[config.mk]
export PLATFORM = sky130hd
export DESIGN_NAME = mem_port_arbiter
export DESIGN_NICKNAME = d
export VERILOG_FILES = /design/src/rtl/mem_arb_pkg.sv /design/src/rtl/mem_port_arbiter_rr_pick.sv /design/src/rtl/mem_port_arbiter.sv
export SDC_FILE = /design/constraint.sdc
export NUM_CORES = 1
export LEC_CHECK = 0
export ABC_AREA = 1
export CAP_MARGIN = 10
export CORE_MARGIN = 2
export CORE_UTILIZATION = 44
export CTS_CLUSTER_SIZE = 30
export DETAILED_ROUTE_END_ITERATION = 6
export PLACE_DENSITY = 0.86
export SLEW_MARGIN = 40
export SYNTH_ARGS = -nofsm -noshare
export SYNTH_HDL_FRONTEND = slang
export SYNTH_SLANG_ARGS = --single-unit
[constraint.sdc]
create_clock -name clk -period 4 [get_ports clk]
set_input_delay 0.8 -clock clk [delete_from_list [all_inputs] [get_ports clk]]
set_output_delay 0.8 -clock clk [all_outputs]
set_load 0.05 [all_outputs]
[src/rtl/mem_arb_pkg.sv]
// Shared definitions for the memory port arbiter and the core.
// Holds the arbiter state encoding, requester indices and default widths.
package mem_arb_pkg;

    typedef enum logic [1:0] {
        IDLE  = 2'd0,
        ISSUE = 2'd1,
        WAIT  = 2'd2,
        DONE  = 2'd3
    } arb_state_t;

    localparam int REQ_FETCH = 0;
    localparam int REQ_DATA  = 1;
    localparam int REQ_EXT   = 2;

    localparam int DEF_NREQ = 3;
    localparam int DEF_AW   = 16;
    localparam int DEF_DW   = 16;

    // Width of an index into n requesters (at least one bit).
    function automatic int ptr_width(input int n);
        return (n > 1) ? $clog2(n) : 1;
    endfunction

endpackage

[src/rtl/mem_port_arbiter_rr_pick.sv]
// Combinational round-robin picker: first asserted request at or after ptr.
// ptr is expected to stay below NREQ.
import mem_arb_pkg::*;

module rr_pick #(
    parameter int NREQ = 3,
    parameter int PW   = 2
) (
    input  logic [NREQ-1:0] req,
    input  logic [PW-1:0]   ptr,
    output logic            any,
    output logic [PW-1:0]   idx,
    output logic [NREQ-1:0] onehot
);

    // Scan ptr, ptr+1, ... modulo NREQ and stop at the first hit.
    always_comb begin
        int i;
        i      = 0;
        any    = 1'b0;
        idx    = '0;
        onehot = '0;
        for (int k = 0; k < NREQ; k++) begin
            i = (int'(ptr) + k) % NREQ;
            if (!any && req[i]) begin
                any       = 1'b1;
                idx       = PW'(i);
                onehot[i] = 1'b1;
            end
        end
    end

endmodule

[src/rtl/mem_port_arbiter.sv]
// Single-port RAM arbiter for fetch, load/store and an external requester.
// Build option: ARB_DATA_PRIORITY_EN gives requester 1 absolute priority.
import mem_arb_pkg::*;

module mem_port_arbiter #(
    parameter int NREQ    = DEF_NREQ,
    parameter int AW      = DEF_AW,
    parameter int DW      = DEF_DW,
    parameter int MEM_LAT = 1
) (
    input  logic             clk,
    input  logic             rst,
    input  logic [NREQ-1:0]  req_valid,
    input  logic [NREQ-1:0]  req_we,
    input  logic [NREQ*AW-1:0] req_addr,
    input  logic [NREQ*DW-1:0] req_wdata,
    output logic [NREQ-1:0]  req_ready,
    output logic [NREQ-1:0]  rsp_valid,
    output logic [DW-1:0]    rsp_rdata,
    output logic             mem_en,
    output logic             mem_we,
    output logic [AW-1:0]    mem_addr,
    output logic [DW-1:0]    mem_wdata,
    input  logic [DW-1:0]    mem_rdata,
    output logic             busy
);

    localparam int PW = ptr_width(NREQ);
    localparam int LW = (MEM_LAT > 1) ? $clog2(MEM_LAT) : 1;

    arb_state_t      state;
    logic [PW-1:0]   rr_ptr;
    logic [LW-1:0]   lat_cnt;
    logic [NREQ-1:0] win_oh;

    logic [NREQ-1:0] pick_req;
    logic            pick_any;
    logic [PW-1:0]   pick_idx;
    logic [NREQ-1:0] pick_oh;

    logic            grant_any;
    logic [PW-1:0]   grant_idx;
    logic [NREQ-1:0] grant_oh;
    logic            keep_ptr;

    rr_pick #(
        .NREQ (NREQ),
        .PW   (PW)
    ) u_pick (
        .req    (pick_req),
        .ptr    (rr_ptr),
        .any    (pick_any),
        .idx    (pick_idx),
        .onehot (pick_oh)
    );

`ifdef ARB_DATA_PRIORITY_EN
    logic data_hit;

    assign data_hit  = req_valid[REQ_DATA];
    assign pick_req  = req_valid & ~(NREQ'(1) << REQ_DATA);
    assign grant_any = data_hit | pick_any;
    assign grant_idx = data_hit ? PW'(REQ_DATA) : pick_idx;
    assign grant_oh  = data_hit ? (NREQ'(1) << REQ_DATA) : pick_oh;
    assign keep_ptr  = data_hit;
`else
    assign pick_req  = req_valid;
    assign grant_any = pick_any;
    assign grant_idx = pick_idx;
    assign grant_oh  = pick_oh;
    assign keep_ptr  = 1'b0;
`endif

    assign req_ready = (state == IDLE) ? grant_oh : '0;
    assign busy      = (state != IDLE);

    function automatic logic [PW-1:0] ptr_after(input logic [PW-1:0] w);
        return (w == PW'(NREQ - 1)) ? '0 : w + 1'b1;
    endfunction

    // Transaction sequencer; mem_addr/mem_wdata double as the payload latch.
    always_ff @(posedge clk) begin
        if (!rst) begin
            state     <= IDLE;
            rr_ptr    <= '0;
            lat_cnt   <= '0;
            win_oh    <= '0;
            rsp_valid <= '0;
            rsp_rdata <= '0;
            mem_en    <= 1'b0;
            mem_we    <= 1'b0;
            mem_addr  <= '0;
            mem_wdata <= '0;
        end else begin
            unique case (state)
                IDLE: begin
                    if (grant_any) begin
                        win_oh    <= grant_oh;
                        mem_en    <= 1'b1;
                        mem_we    <= req_we[grant_idx];
                        mem_addr  <= req_addr[grant_idx*AW +: AW];
                        mem_wdata <= req_wdata[grant_idx*DW +: DW];
                        if (!keep_ptr)
                            rr_ptr <= ptr_after(grant_idx);
                        state <= ISSUE;
                    end
                end
                ISSUE: begin
                    mem_en <= 1'b0;
                    mem_we <= 1'b0;
                    if (mem_we) begin
                        rsp_valid <= win_oh;
                        state     <= DONE;
                    end else begin
                        lat_cnt <= LW'(MEM_LAT - 1);
                        state   <= WAIT;
                    end
                end
                WAIT: begin
                    if (lat_cnt == '0) begin
                        rsp_rdata <= mem_rdata;
                        rsp_valid <= win_oh;
                        state     <= DONE;
                    end else begin
                        lat_cnt <= lat_cnt - 1'b1;
                    end
                end
                DONE: begin
                    rsp_valid <= '0;
                    state     <= IDLE;
                end
            endcase
        end
    end

    // Handshake invariants: grants and completions never overlap requesters.
    a_ready_oh: assert property (
        @(posedge clk) disable iff (!rst) $onehot0(req_ready));
    a_rsp_oh: assert property (
        @(posedge clk) disable iff (!rst) $onehot0(rsp_valid));
    a_ready_idle: assert property (
        @(posedge clk) disable iff (!rst) (state != IDLE) |-> (req_ready == '0));

endmodule

Word level (Yosys, flattened, before mapping)
Index checks and enable logic that the tools add are counted.
{"block": "totals", "ff_bits": 61, "in_bits": 120, "out_inout_bits": 57, "wordCells": 97}
{"block": "classes", "n_addsub": 4, "div": 3, "order_cmp": 7, "eq_ne": 8, "shift": 2, "mux": 42, "bitwise": 3, "reduce_logical": 18}
{"op": "$ge A32 B1 Y1 const B", "count": 3}
{"op": "$lt A32 B4 Y1 const B", "count": 3}
{"op": "$shiftx A48 B7 Y16", "count": 2}
{"op": "$mod A32 B3 Y32 const B", "count": 2}
{"op": "$mod A3 B3 Y32 const B", "count": 1}
{"op": "$mux W1", "count": 18}
{"op": "$mux W3", "count": 6}
{"op": "$mux W2", "count": 6}
{"op": "$reduce_and A2 Y1", "count": 5}
{"op": "$pmux W3 S3", "count": 1}
{"op": "$bmux W1 S2", "count": 4}
{"op": "$ne A2 B2 Y1 const B", "count": 4}
{"op": "$pmux W2 S4", "count": 1}
{"op": "$demux W1 S2", "count": 3}
{"op": "$eq A2 B2 Y1 const B", "count": 3}
{"op": "$or A3 B3 Y3", "count": 2}
{"op": "$pmux W1 S2", "count": 3}
{"op": "$reduce_bool A2 Y1", "count": 3}
{"op": "$logic_and A1 B1 Y1", "count": 5}
{"op": "$add A2 B1 Y3 const B", "count": 1}
{"op": "$add A2 B2 Y3 const B", "count": 1}
{"op": "$lt A2 B3 Y1 const B", "count": 1}
{"op": "$reduce_and A3 Y1", "count": 1}
{"op": "$reduce_bool A3 Y1", "count": 1}
{"op": "6 further kinds", "count": 7}

Depth between registers and ports, before layout
Gate-level depths: netlist (run 1).
{"block": "logic_depth", "ltp_word": 15, "ltp_mapped": 16, "ltp_nobuf": 14}

Modules after synthesis
From an unflattened synthesis (run 1), not the netlist that was laid out.
{"block": "unflattened", "hier_cells": 479, "hier_area_um2": 3163.0}
{"mod": "mem_port_arbiter", "instances": 1, "cells_each": 421, "area_per_inst_um2": 2859.0, "seq_area_each_um2": 1201.2}
{"mod": "rr_pick", "instances": 1, "cells_each": 58, "area_per_inst_um2": 304.0, "seq_area_each_um2": 0.0}

Least setup slack after synthesis (run 1)
Ideal clock, no wire load.
{"block": "synth_timing", "kind": "reg2out", "startpoint": "register rr_ptr[0]", "endpoint": "output port req_ready[1]", "t_arrival_ns": 2.215, "required_ns": 3.200, "slack_ns": 0.985, "stages_incl_launch_ff": 12, "path_buffers": 1, "path_cell_list": "dfxtp_1 > inv_1 > ha_1 > buf_4 > inv_4 > nand2_1 > nand3_1 > nand2_1 > nand2_1 > nor2_1 > nand2_1 > a21oi_1"}
{"block": "synth_via", "elab_chain_len": 12, "word_cells_on_any_way": 41, "classes_between": "add/sub (2); div (3); order compare (6); mux (21); bitwise (2); reduce/logical (7)"}
{"item": "from (decl)", "line_no": "mem_port_arbiter.sv:32", "rtl": "logic [PW-1:0] rr_ptr;"}
{"item": "from (signal assigned)", "line_no": "mem_port_arbiter.sv:104", "rtl": "rr_ptr <= ptr_after(grant_idx);"}
{"item": "branches (longest 10 deep; another with $mod A32 B3 Y32)"}
{"item": "$mux W3 *", "line_no": "mem_port_arbiter_rr_pick.sv:25", "rtl": "if (!any && req[i]) begin"}
{"item": "$mux W3 *", "line_no": "mem_port_arbiter.sv:74", "rtl": "assign req_ready = (state == IDLE) ? grant_oh : '0;"}
{"item": "to (decl)", "line_no": "mem_port_arbiter.sv:17", "rtl": "output logic [NREQ-1:0] req_ready,"}
Every way passes the cells marked *. The select of a mux whose other input is x is not followed.

Worst setup path in the final report (run 1)
{"block": "layout_timing", "startpoint": "input port req_valid[0]", "endpoint": "output port req_ready[1]"}
{"block": "layout_via", "elab_chain_len": 11, "word_cells_on_any_way": 21, "classes_between": "mux (15); bitwise (2); reduce/logical (4)"}
{"item": "from (decl)", "line_no": "mem_port_arbiter.sv:13", "rtl": "input logic [NREQ-1:0] req_valid,"}
{"item": "$bmux W1 S2", "line_no": "mem_port_arbiter_rr_pick.sv:25"}
{"item": "$mux W1 (not written as such) (2 in series)", "line_no": "mem_port_arbiter_rr_pick.sv:25"}
{"item": "$mux W1", "line_no": "mem_port_arbiter_rr_pick.sv:25"}
{"item": "$logic_not A1 Y1", "line_no": "mem_port_arbiter_rr_pick.sv:25"}
{"item": "$logic_and A1 B1 Y1", "line_no": "mem_port_arbiter_rr_pick.sv:25"}
{"item": "$mux W1", "line_no": "mem_port_arbiter_rr_pick.sv:25"}
{"item": "$logic_not A1 Y1", "line_no": "mem_port_arbiter_rr_pick.sv:25"}
{"item": "$logic_and A1 B1 Y1", "line_no": "mem_port_arbiter_rr_pick.sv:25"}
{"item": "$mux W3 *", "line_no": "mem_port_arbiter_rr_pick.sv:25"}
{"item": "$mux W3 *", "line_no": "mem_port_arbiter.sv:74"}
Every way passes the cells marked *; elsewhere a longest branch is shown, timed or not. The select of a mux whose other input is x is not followed.

==> flow_metrics.tcl, run 1 <==
set metrics [dict create \
    hpwlAfterDp_mm 7.865 \
    r2r-start "rr_ptr[0]$_SDFFE_PN0P_" \
    synth_fp_nets 583 \
    timing.final.ws_setup_ns 0.6757 \
    cts.htree.levels 3 \
    synth_compound_area_share_pct 33.33 \
    ant_nets 0 \
    fp.dieH_um 93.36 \
    cp-end-kind "primary output" \
    cp-start-kind "input pin" \
    grt_pass1_vias 3705 \
    skew_ns 0.01003 \
    timing.final.crit_share_pct 83.11 \
    core_area_sq_um 7727 \
    syn_to_final_growth_pct 54.84 \
    ys_ff_latch 60 \
    grt_overflow 0 \
    drt_first_pass_iters 4 \
    gp_congestion 0.8736 \
    ys_top_cells_by_area "dfxtp_1, o211ai_2, o21ai_0, a21oi_2, a21oi_1" \
    synthXorXnorAreaFrac_pct 0 \
    grt_first_pass_wirelength_mm 16.69 \
    path_class "in2out" \
    syn_inst 454 \
    rr_worst_depth 13 \
    wl_per_cell_um 14.87 \
    leakage_nw 2.227 \
    synth_commonest_cells "dfxtp_1, nand2_1, o21ai_0" \
    pre_cts_slack_ns 0.7117 \
    drt_wl_total_mm 10.74 \
    dieArea_sq_um 8716 \
    synth-edff-count 0 \
    cts_buffers 9 \
    antenna_found_initial 0 \
    maxCapViolations 0 \
    tns_ns 0 \
    ys_async_sr_fraction_pct 0 \
    cts_setup_buffers 0 \
    worst_pin_slew_ns 0.5424 \
    rows 32 \
    irDropWorstVdd_uv 512.7 \
    period_minus_slack_ns 3.324 \
    synthMuxAreaShare_pct 0 \
    synth_area_sq_um 3513 \
    yosys.area_share.simple_pct 18.06 \
    portBuffers 176 \
    io_pins 177 \
    holdBufCountCts 0 \
    clock_latency_ns 0.34 \
    r2r-end "mem_we$_SDFFE_PN0P_" \
    yosysSeqAreaShare_pct 34.19 \
    yosysTopAreaCell "dfxtp_1" \
    synth_top_family_by_area "compound AO/OA/AOI/OAI gates" \
    clock-sinks 60 \
    synth_warnings 0 \
    track_usage_pct 23.97 \
    cts_root_buf "clkbuf_8" \
    synth_adder_area_share_pct 3.205 \
    dr.first_iter.drc_count 105 \
    drcViolationCount 0 \
    startpoint "req_valid[0]" \
    final_hold_viol_count 0 \
    status "completed" \
    rsz0062_at_grt "false" \
    setup_viol 0 \
    yosysTopAreaCellShare_pct 34.19 \
    synthFlopType "dfxtp_1" \
    cp-endpoint "req_ready[1]" \
    worstPathMaxFanout 4 \
    drive_gt1_share_pct 16.77 \
    powerDensity_nw_per_um2 950.5 \
    vias_per_cell 5.267 \
    critPathRequiredTime_ns 3.20 \
    fp.dieW_um 93.36 \
    cts.repair.resized 0 \
    antenna-diode-count 0 \
    grt_max_degree 67 \
    synth_most_common_cell "dfxtp_1" \
    maxSlewViolCount 0 \
    min_path_type "reg2reg" \
    start_util_pct 45.47 \
    slew-limit-headroom_pct 63.73 \
    worstPathArrival_ns 2.52 \
    avgSynthCellArea_sq_um 7.739 \
    synth_cell_types 29 \
    clkSlewWorstSetupHoldPaths_ns 0.07 \
    num_vias 3803 \
    max_freq_mhz 300.8 \
    rrSetupSlack_ns 1.30 \
    nets 744 \
    clk_path_buf_depth 2 \
    cts_tree "yes" \
]
-- layer usage --
metal	GRT usage [%]	vias up	routed length, um
met5	0	-	0
met4	9.559	0	228
met3	7.575	23	953
met2	43.29	186	5367
met1	25.79	1744	4188
li1	-	1850	-
-- state kept, by name (all words and copies together), names as in the netlist --
register / cells
mem_addr: 16
mem_en: 1
mem_wdata: 16
mem_we: 1
rr_ptr: 2
rsp_rdata: 16
rsp_valid: 3
state: 2
win_oh: 3
-- placed cells by master, fill, tap and decap left out, types with 3 or more instances in the layout --
cell,count
clkdlybuf4s50_1,172
dfxtp_1,60
nand2_1,59
o21ai_0,52
a21oi_1,50
inv_1,48
nor2_1,43
o211ai_2,29
a21oi_2,29
nand3_1,16
ha_1,9
clkbuf_8,9
buf_4,6
inv_2,5
nand2_2,5
clkinv_4,4
nand3_2,3
o211ai_1,3
-- worst min path at each step --
stage                              startpoint  cells after the start                        end
floorplan              win_oh[0]$_SDFFE_PN0P_                      2  rsp_valid[0]$_SDFFE_PN0P_
global placement    rsp_valid[1]$_SDFFE_PN0P_                      2  rsp_valid[1]$_SDFFE_PN0P_
detailed placement  rsp_valid[0]$_SDFFE_PN0P_                      2  rsp_valid[0]$_SDFFE_PN0P_
CTS                 rsp_valid[0]$_SDFFE_PN0P_                      2  rsp_valid[0]$_SDFFE_PN0P_
global route        rsp_valid[0]$_SDFFE_PN0P_                      2  rsp_valid[0]$_SDFFE_PN0P_
finish              rsp_valid[2]$_SDFFE_PN0P_                      2  rsp_valid[2]$_SDFFE_PN0P_
-- worst max-delay path, stage by stage --
cell and delay, ns:
clkdlybuf4s50_1 0.54, nor2_1 0.08, nor2_1 0.10, nand2_1 0.06, nand2_1 0.14, inv_2 0.05, nor2_1 0.18, nand2_1 0.13
a21oi_1 0.20, buf_4 0.23
-- kinds of logic (layout without fill, tap and decap cells) --
group,after synthesis,count (layout)
compound gates,166,166
simple gates,135,135
buf+inv,84,250
flops,60,60
fa+ha+maj,9,9
-- power by group --
part           leakage [nW]  internal (mW)  switching (mW)
Combinational          1.63           1.19            2.49
Clock                0.0994          0.290           0.260
Sequential            0.496          0.823           0.113
-- final cells by class --
type,count,area [sq um]
fillers,616,2287
multi-input cells,310,1927
repair buffers,179,1772
flip-flops and latches,60,1201
inverters,55,211.5
well taps,102,127.6
clock buffers,9,123.9
clock inverters,7,77.57
-- metrics by stage --
stage	utilization, %	hold WS, ns	power (mW)	cells	area [sq um]
floorplan	-	0.4577	3.846	454	3513
global placement	67.75	0.4552	4.519	706	5235
detailed placement	67.75	0.4609	4.611	706	5235
CTS	70.35	0.4711	5.170	722	5436
global route	70.40	0.4870	5.511	722	5440
finish	70.40	0.4712	5.171	722	5440
No activity file was read; power rests on OpenSTA's default activity.
==> run 2: changes to the inputs <==
Settings changed: CORE_UTILIZATION 44 to 37, PLACE_DENSITY 0.86 to 0.77.
Clock period 4 ns to 3 ns, I/O delays scaled along.
==> run 2 against run 1 <==
  * Combinational power grew 41%
  * Flip-flop and latch count stayed put
  * First-iteration DRC count rose by 16%
  * Sequential power rose by 34%
  * Critical path type is now reg2out
  * Cell count increased by 4.3%
  * Via count down 2.3%
  * Hold slack worse by 0.0051 ns
  * Utilization shrank 10 points
  * Non-clock buffer count grew 4
  * Highest routed layer unchanged
  * Critical path depth increased by 1
  * Sequential share of layout area decreased by 0.51 points
==> flow_metrics.tcl, run 2 (synthesis gave the netlist of run 1 again) <==
set metrics [dict create \
    antenna-diode-count 0 \
    leakage_nw 2.248 \
    syn_to_final_growth_pct 58.51 \
    grt_overflow 0 \
    io_pins 177 \
    cts.htree.levels 3 \
    largestRegisters "mem_addr (16), mem_wdata (16), rsp_rdata (16)" \
    clk_path_buf_depth 2 \
    drt_first_pass_iters 4 \
    most-common-layout-cells "clkdlybuf4s50_1, dfxtp_1, nand2_1, o21ai_0, a21oi_1" \
    fill_cells 852 \
    final_hold_viol_count 0 \
    drt_wl_total_mm 11.03 \
    powerDensity_nw_per_um2 1272 \
    antenna_found_initial 0 \
    cts_setup_buffers 0 \
    worstPathMaxFanout 8 \
    timing.final.crit_share_pct 94.56 \
    min_path_type "reg2reg" \
    core_area_sq_um 9240 \
    clock_latency_ns 0.33 \
    critPathRequiredTime_ns 2.40 \
    clkSlewWorstSetupHoldPaths_ns 0.07 \
    drive_gt1_share_pct 18.27 \
    cts_tree "yes" \
    wl_met2_mm 5.701 \
    nets 748 \
    portBuffers 176 \
    slew-limit-headroom_pct 62.99 \
    highest_layer "met4" \
    tns_ns 0 \
    status "completed" \
    cts.repair.resized 4 \
    rows 35 \
    ant_nets 0 \
    worstPathArrival_ns 2.24 \
    clock-sinks 60 \
    max_freq_mhz 352.5 \
    holdBufCountCts 0 \
    gp_congestion 0.8882 \
    num_vias 3715 \
    hpwlAfterDp_mm 8.141 \
    cts_root_buf "clkbuf_8" \
    cp-start-kind "flip-flop" \
    grt_first_pass_wirelength_mm 17.24 \
    maxSlewViolCount 0 \
    irDropWorstVdd_uv 583.5 \
    fp.dieW_um 101.4 \
    worst_pin_slew_ns 0.5534 \
    maxCapViolations 0 \
    period_minus_slack_ns 2.837 \
    wl_met3_um 812 \
    start_util_pct 38.02 \
    dr.first_iter.drc_count 122 \
    skew_ns 0.006483 \
    drcViolationCount 0 \
    cp-end-kind "primary output" \
    fp.dieH_um 101.4 \
    setup_viol 0 \
    vias_per_cell 4.934 \
    cts_buffers 9 \
    met1_length_mm 4.270 \
    rsz0062_at_grt "false" \
    dieArea_sq_um 10290 \
    path_class "reg2out" \
    finalPower_mw 7.081 \
    track_usage_pct 21.23 \
    wl_per_cell_um 14.64 \
    grt_max_degree 51 \
    hold_slack_ns 0.4661 \
    final_common_cell "clkdlybuf4s50_1" \
    grt_pass1_vias 3704 \
]
## run 2: cell types whose count changed in the layout (fill, tap and decap cells not counted), moves of 2 or more
cell,before,now
buf_12,0,5
clkinv_2,1,4
clkinv_4,4,1
ha_1,9,7
nor2_1,43,41
nor2_2,0,2
## run 2: critical path, stage by stage (launching register included)
cell,delay (ns)
dfxtp_1,0.39
inv_1,0.11
ha_4,0.34
inv_4,0.07
nand2_1,0.06
nand3_1,0.09
nand2_2,0.12
nand2_1,0.08
nor2_2,0.14
nand2_1,0.14
a21oi_4,0.20
buf_12,0.16
## run 2: final cells by class
type / instances / area (sq um) / share of cell area (%)
clock buffer: 9 / 123.9 / 2.224
clock inverter: 7 / 43.79 / 0.7863
inverter: 55 / 211.5 / 3.797
multi-input combinational: 310 / 1958 / 35.16
sequential: 60 / 1201 / 21.57
tap: 129 / 161.4 / 2.898
timing repair buffer: 183 / 1869 / 33.57
## run 2: through the flow
stage	worst slack (ns)	util (%)	instances	cell area [sq um]
after detailed placement	0.04075	58.02	737	5361
after CTS	0.006648	60.05	753	5549
after floorplan	0.1847	-	454	3513
after global routing	0.02755	60.27	753	5569
final	0.1632	60.27	753	5569
after global placement	0.1338	58.02	737	5361
## run 2: path summary, 6_finish.rpt
kind,from,to,slack (ns),cells after the start
min reg2reg,mem_en$_SDFFE_PN0P_,mem_en$_SDFFE_PN0P_,0.47,2
min,mem_en$_SDFFE_PN0P_,mem_en$_SDFFE_PN0P_,0.47,2
max reg2reg,rr_ptr[0]$_SDFFE_PN0P_,mem_we$_SDFFE_PN0P_,0.62,15
max,rr_ptr[0]$_SDFFE_PN0P_,req_ready[1],0.16,11
## run 2: report_power, final
group | switching, mW | internal (mW) | total, mW
logic | 3.38 | 1.82 | 5.20
clock network | 0.333 | 0.294 | 0.628
registers | 0.152 | 1.10 | 1.25
## run 2: layer usage
metal | vias to the layer above | global-route usage, %
li1 | 1847 | -
met1 | 1697 | 23.22
met2 | 143 | 37.90
met3 | 28 | 7.384
met4 | 0 | 7.796
met5 | - | 0
